===== config.mk =====
export PLATFORM = sky130hd
export DESIGN_NAME = rmm_uploader
export DESIGN_NICKNAME = d
export VERILOG_FILES = /design/src/rtl/pmd85_pkg.sv /design/src/rtl/rmm_uploader.sv
export SDC_FILE = /design/constraint.sdc
export NUM_CORES = 1
export LEC_CHECK = 0
export BUFFER_PORTS_ARGS = -buffer_cell sky130_fd_sc_hd__buf_2
export CAP_MARGIN = 0
export CORE_UTILIZATION = 35
export CTS_CLUSTER_SIZE = 40
export DETAILED_ROUTE_END_ITERATION = 16
export PLACE_DENSITY = 0.67
export SKIP_CTS_REPAIR_TIMING = 1
export SYNTH_ARGS = -nofsm -noshare
export SYNTH_HDL_FRONTEND = slang
export SYNTH_SLANG_ARGS = --single-unit

===== constraint.sdc =====
create_clock -name clk_sys -period 2.6 [get_ports clk_sys]
set_input_delay 0.13 -clock clk_sys [delete_from_list [all_inputs] [get_ports clk_sys]]
set_output_delay 0.13 -clock clk_sys [all_outputs]
set_load 0.01 [all_outputs]

===== src/rtl/pmd85_pkg.sv =====
// Shared PMD85 core definitions: ROM Pack geometry and the uploader state encoding.
package pmd85_pkg;

    typedef enum logic [1:0] {
        UPL_IDLE = 2'd0,
        UPL_REQ  = 2'd1,
        UPL_LAT  = 2'd2,
        UPL_DONE = 2'd3
    } upl_state_t;

    localparam int         ROM_PACK_ADDR_W    = 15;
    localparam int         ROM_PACK_INDEX     = 1;
    localparam logic [7:0] ROM_PACK_FILL_BYTE = 8'hFF;

endpackage


===== src/rtl/rmm_uploader.sv =====
// Serves hps_io upload reads from the ROM Pack RAM so the OSD can save the pack back to SD.
//
// state | meaning
// IDLE  | waiting for an ioctl_rd strobe while the ROM Pack session is selected
// REQ   | holding mem_req/mem_addr until the arbiter grants the slot
// LAT   | counting down the RAM read latency after the grant
// DONE  | data latched on ioctl_din; drop ioctl_wait and count the byte
module rmm_uploader
    import pmd85_pkg::*;
#(
    parameter int         ADDR_W     = ROM_PACK_ADDR_W,
    parameter int         PACK_INDEX = ROM_PACK_INDEX,
    parameter int         RD_LATENCY = 2,
    parameter logic [7:0] FILL_BYTE  = ROM_PACK_FILL_BYTE
) (
    input  logic              clk_sys,
    input  logic              reset_n,
    input  logic              ioctl_upload,
    input  logic [7:0]        ioctl_index,
    input  logic              ioctl_rd,
    input  logic [24:0]       ioctl_addr,
    output logic [7:0]        ioctl_din,
    output logic              ioctl_wait,
    output logic              mem_req,
    input  logic              mem_gnt,
    output logic [ADDR_W-1:0] mem_addr,
    input  logic [7:0]        mem_rdata,
    output logic              upload_active,
    output logic [ADDR_W:0]   bytes_served
);

    localparam logic [ADDR_W:0] BYTES_MAX = {1'b1, {ADDR_W{1'b0}}};
    localparam logic [ADDR_W:0] BYTES_ONE = {{ADDR_W{1'b0}}, 1'b1};
    localparam logic [2:0]      LAT_LOAD  = 3'(RD_LATENCY - 1);

    upl_state_t  state_q, state_d;
    logic [2:0]  lat_cnt;
    logic [24:0] addr_hi;
    logic        sel, sel_q, sel_rise;
    logic        accept, out_of_range, abort, take_gnt, lat_fin, lat_step, finish;

    assign sel           = ioctl_upload & (ioctl_index == 8'(PACK_INDEX));
    assign sel_rise      = sel & ~sel_q;
    assign upload_active = sel_q;
    assign addr_hi       = ioctl_addr >> ADDR_W;
    assign out_of_range  = |addr_hi;

    always_ff @(posedge clk_sys or negedge reset_n) begin
        if (!reset_n) state_q <= UPL_IDLE;
        else          state_q <= state_d;
    end

    always_comb begin
        state_d = state_q;
        case (state_q)
            UPL_IDLE: if (accept)        state_d = out_of_range ? UPL_DONE : UPL_REQ;
            UPL_REQ:  if (abort)         state_d = UPL_IDLE;
                      else if (take_gnt) state_d = UPL_LAT;
            UPL_LAT:  if (abort)         state_d = UPL_IDLE;
                      else if (lat_fin)  state_d = UPL_DONE;
            UPL_DONE:                    state_d = UPL_IDLE;
            default:                     state_d = UPL_IDLE;
        endcase
    end

    // Abort wins over a grant in the same cycle so a late slot is simply dropped.
    always_comb begin
        accept   = (state_q == UPL_IDLE) & ioctl_rd & sel;
        abort    = ((state_q == UPL_REQ) | (state_q == UPL_LAT)) & ~sel;
        take_gnt = (state_q == UPL_REQ) & sel & mem_gnt;
        lat_fin  = (state_q == UPL_LAT) & sel & (lat_cnt == 3'd0);
        lat_step = (state_q == UPL_LAT) & sel & (lat_cnt != 3'd0);
        finish   = (state_q == UPL_DONE);
    end

    always_ff @(posedge clk_sys or negedge reset_n) begin
        if (!reset_n) begin
            sel_q        <= 1'b0;
            ioctl_din    <= 8'h00;
            ioctl_wait   <= 1'b0;
            mem_req      <= 1'b0;
            mem_addr     <= '0;
            lat_cnt      <= 3'd0;
            bytes_served <= '0;
        end else begin
            sel_q <= sel;
            if (accept) begin
                ioctl_wait <= 1'b1;
                if (out_of_range) begin
                    ioctl_din <= FILL_BYTE;
                end else begin
                    mem_addr <= ioctl_addr[ADDR_W-1:0];
                    mem_req  <= 1'b1;
                end
            end
            if (take_gnt) begin
                mem_req <= 1'b0;
                lat_cnt <= LAT_LOAD;
            end
            if (lat_step) lat_cnt   <= lat_cnt - 3'd1;
            if (lat_fin)  ioctl_din <= mem_rdata;
            if (abort) begin
                mem_req    <= 1'b0;
                ioctl_wait <= 1'b0;
            end
            if (finish) begin
                ioctl_wait <= 1'b0;
                if (bytes_served != BYTES_MAX) bytes_served <= bytes_served + BYTES_ONE;
            end
            if (sel_rise) bytes_served <= '0;
        end
    end

endmodule


[Word level (Yosys, flattened, before mapping)]
Cells that the tools add are included.
Storage, ports and cells
  register bits: 47
  bits of input ports: 46
  output and inout bits: 42
  word-level logic and storage cells: 71
Operators by class
  $add $sub $neg: 2
  equality and inequality tests: 9
  mux-type cells: 22
  bitwise operators: 14
  reduce and logical (&&, ||, !) cells: 16
Operators by type and width (number)
  $mux 16: 3
  $mux 8: 3
  $add 16x1->16 const B: 1
  $ne 16x16->1 const B: 1
  $mux 2: 6
  $and 1x1->1: 10
  $reduce_bool 2->1: 5
  $reduce_or 10->1: 1
  $reduce_bool 3->1: 3
  $eq 8x1->1 const B: 1
  $pmux 2 s4: 1
  $reduce_and 2->1: 4
  $mux 1: 7
  $mux 3: 2
  $ne 3x3->1 const B: 2
  $eq 2x2->1 const B: 2
  $logic_not 3->1: 1
  $ne 3x1->1 const B: 1
  $not 1->1: 3
  $reduce_and 3->1: 1
  $sub 3x1->3 const B: 1
  $eq 2x1->1 const B: 1
  $logic_not 2->1: 1
  $ne 2x2->1 const B: 1
  $or 1x1->1: 1

[Logic depth before layout (Yosys ltp)]
  word-level depth: 7
  gate-level depth with buffers: 7
  gate-level depth less buffers: 7

[Least setup slack after synthesis]
OpenSTA, ideal clock, no wires.
  path type: register to register
  from: register bytes_served[0]
  to: register bytes_served[2]
  setup time: 137 ps
  arrival: 1862 ps
  required time: 2463 ps
  path slack: 600 ps
  cell stages (with the launch flop): 7
  buffers on the path: 0
  clock period less this slack: 2000 ps
  path through: dfrtp_1 > inv_1 > ha_1 > or4b_2 > o41ai_4 > or3_1 > a21oi_1
Between the ends
  word-level cells in the longest chain between the ends: 4
  elaborated cells between the ends (all ways): 7
  classes of those cells: add/sub (1); eq/ne (1); mux (3); reduce/logical (2)
Ends and longest elaborated chain
  start, declared: RTL line rmm_uploader.sv:29  | output logic [ADDR_W:0] bytes_served
  start signal, assigned: RTL line rmm_uploader.sv:108  | if (bytes_served != BYTES_MAX) bytes_served <= bytes_served + BYTES_ONE;
  $add 16x1->16: RTL line rmm_uploader.sv:108
  $mux 16: RTL line rmm_uploader.sv:108
  $mux 16: RTL line rmm_uploader.sv:106  | if (finish) begin
  $mux 16: RTL line rmm_uploader.sv:110  | if (sel_rise) bytes_served <= '0;
Parallel ways exist; a longest one is shown, timed or not. The select of a mux whose other input is x is not followed.
A chain may end at the register's enable or synchronous reset.

[Final worst setup path]
Same ends and word-level chain as after synthesis.

==> qor.yml <==
cts_max_level: 2
fin_hold_ws_ns: 0.00461
leakage_nw: 1.59
fmax_ghz: 0.492
vias: 1868
drt-total-wl_um: 4960
drcViolationCount: 0
reg2reg_from: "bytes_served[0]$_DFFE_PN0P_"
cts_buffer_depth: 2
synthCells: 200
clock_sinks: 47
pwr_density_cell_nw_per_um2: 647
tightest_slew_ns: 1.04
stdcell_count: 370
clk_pin_slew_ns: 0.09
area_growth_pct: 27.2
cts_tree: "built"
synth_edf_count: 0
worst_skew_pair.late_latency_ns: 0.30
crit_chain: "inv_1 -> ha_1 -> or4b_2 -> o41ai_4 -> or3_1 -> a21oi_1"
worstPathRequired_ns: 2.79
synth_ff_type: "dfrtp_1"
synth_top_area_share_pct: 50.3
tns_ns: 0
path_delay_family: "simple AND/OR/NAND/NOR gates"
min_period_over_period_pct: 78.1
core_um2: 6390
yosys.area.top_type: "dfrtp_1"
synth_nets: 255
netlist_top_cells_area: "dfrtp_1 50%, mux2_4 5.8%, ha_1 4.8%, xor2_1 3.4%, o22a_1 3.0%"
wire_per_inst_um: 13.4
path_buf_inv: 1
startpoint: "bytes_served[0]$_DFFE_PN0P_"
grt_max_degree: 48
dr.pass1.iters: 4
first_global_vias: 1919
yosysWarningCount: 0
synthArstFlopShare_pct: 100
root_buffer: "clkbuf_8"
yosysSeqAreaShare_pct: 50.3
hpwl_um: 3740
crit_fanout: 5
num_antenna_cells: 0
skew_ns: 0.00997
avgSynthCellArea_um2: 11.7
nFillCells: 621
max_slew_margin_pct: 30.6
die_x_um: 83.7
maxCapViolCount: 0
grt_setup_unrepaired: "no"
postRouteAntennaNets: 0
post-route-util_pct: 46.6
io_pins: 88
r2r_slack_ns: 0.57
maxSlewViolCount: 0
crit_path_start_kind: "flop"
hold_viol: 0
globalRouteOverflowTotal: 0
dieArea_um2: 7010
routabilityCongestion: 0.882
rows: 29
die_height_um: 83.7
cpPeakStageDelay_ns: 0.64
setup_viol: 0
min_path_type: "input pin to async pin"
post-route-min-period_ns: 2.03
endpoint_kind: "flop"
dp_cells: 362
worst-setup-path-type: "flop to flop"
drt_iter0_drc: 80
port_buffers: 87
critical_path_arrival_ns: 2.23
ys_types: 44
fin_nets: 347
grt.total_usage_pct: 15.6
grt_pass1_wl_um: 9010
ir_worst_vdd_mv: 0.329
ys_ff_latch: 47
antenna_found_initial: 0
post_drt_via_cell_ratio: 5.05
outcome: "finished clean"
drive_above_1_share_pct: 41.0
cts_buffers: 5
syn_area_um2: 2340
start_util_pct: 36.6
crit_path_top_delay_cell: "or4b_2"
cells in the mapped netlist (all sizes together) (6+ instances only):
cell and count:
ha 9, inv 13, xor2 9, o21ai 8
or3 6, nand2 9, o22a 8, nor2 12
nand3 10, a21oi 9, nand4 6, mux2 15
dfrtp 47
kinds of logic after synthesis:
group	share of synthesized area [%]
muxes	9.52
buffers and inverters	3.10
AOI/OAI and AO/OA	12.3
xor gates and xnor gates	3.37
DFF	50.3
adders and majority gates	4.82
and+or+nand+nor	16.6
per-stage QoR:
step	area [µm²]	worst slack, ns	total power (W)
2_1_floorplan	2340	0.600	0.00122
3_3_place_gp	2860	0.606	0.00139
3_5_place_dp	2860	0.560	0.00140
4_1_cts	2970	0.561	0.00195
5_1_grt	2970	0.424	0.00206
6_report	2970	0.569	0.00193
worst paths after layout:
check,to,depth (start not counted)
setup / recovery,bytes_served[2]$_DFFE_PN0P_,6
min in group clk_sys,ioctl_din[1]$_DFFE_PN0P_,2
hold reg to reg,ioctl_din[1]$_DFFE_PN0P_,1
max in group asynchronous,mem_req$_DFFE_PN0P_,1
setup reg to reg,bytes_served[2]$_DFFE_PN0P_,6
hold / removal,bytes_served[11]$_DFFE_PN0P_,1
worst reg2reg max path, cell delays in order (launching register included):
cell	delay, ns
dfrtp_1	0.42
inv_1	0.09
ha_1	0.14
or4b_2	0.64
o41ai_4	0.43
or3_1	0.16
a21oi_1	0.06
state kept, by name, summed over array words and instances (netlist names):
register and cells:
bytes_served 16, ioctl_din 8, ioctl_wait 1, lat_cnt 3
mem_addr 15, mem_req 1, state_q 2, upload_active 1
cells in the final DEF, fill, tap and decap left out, drive strengths merged, types with 2 or more instances in the layout:
cell,n
nand2,9
and3,2
nor2b,3
o41ai,2
a21oi,9
o21ai,8
o22a,8
o2bb2ai,2
clkinv,2
or4b,2
dfrtp,47
and4,2
inv,13
ha,9
buf,89
or3,6
and2,3
mux2,15
mux2i,2
nand3,10
clkbuf,5
a41oi,2
nor2,12
nand4,6
or4,3
xor2,9
routing by layer:
| layer | wire (µm) | track usage, % |
|---|---|---|
| met5 | 0 | 0 |
| met2 | 2280 | 25.1 |
| met4 | 38 | 3.24 |
| met3 | 273 | 3.66 |
| met1 | 2370 | 21.4 |
report_power, final:
| part | switching, W | internal, W | leakage, nW |
|---|---|---|---|
| Combinational | 0.000293 | 0.000242 | 0.881 |
| Clock | 0.000256 | 0.000287 | 0.0581 |
| Sequential | 0.0000575 | 0.000790 | 0.647 |
| Total | 0.000607 | 0.00132 | 1.59 |
area by class of cell:
cell class	instances	area, µm²	area share, %
timing repair buffer	89	450	15.1
clock buffer	5	68.8	2.31
inverter	13	48.8	1.64
multi-input combinational	136	1090	36.6
tap	77	96.3	3.24
clock inverter	3	43.8	1.47
sequential	47	1180	39.5
Note: power is estimated with default switching activity, not from simulation.
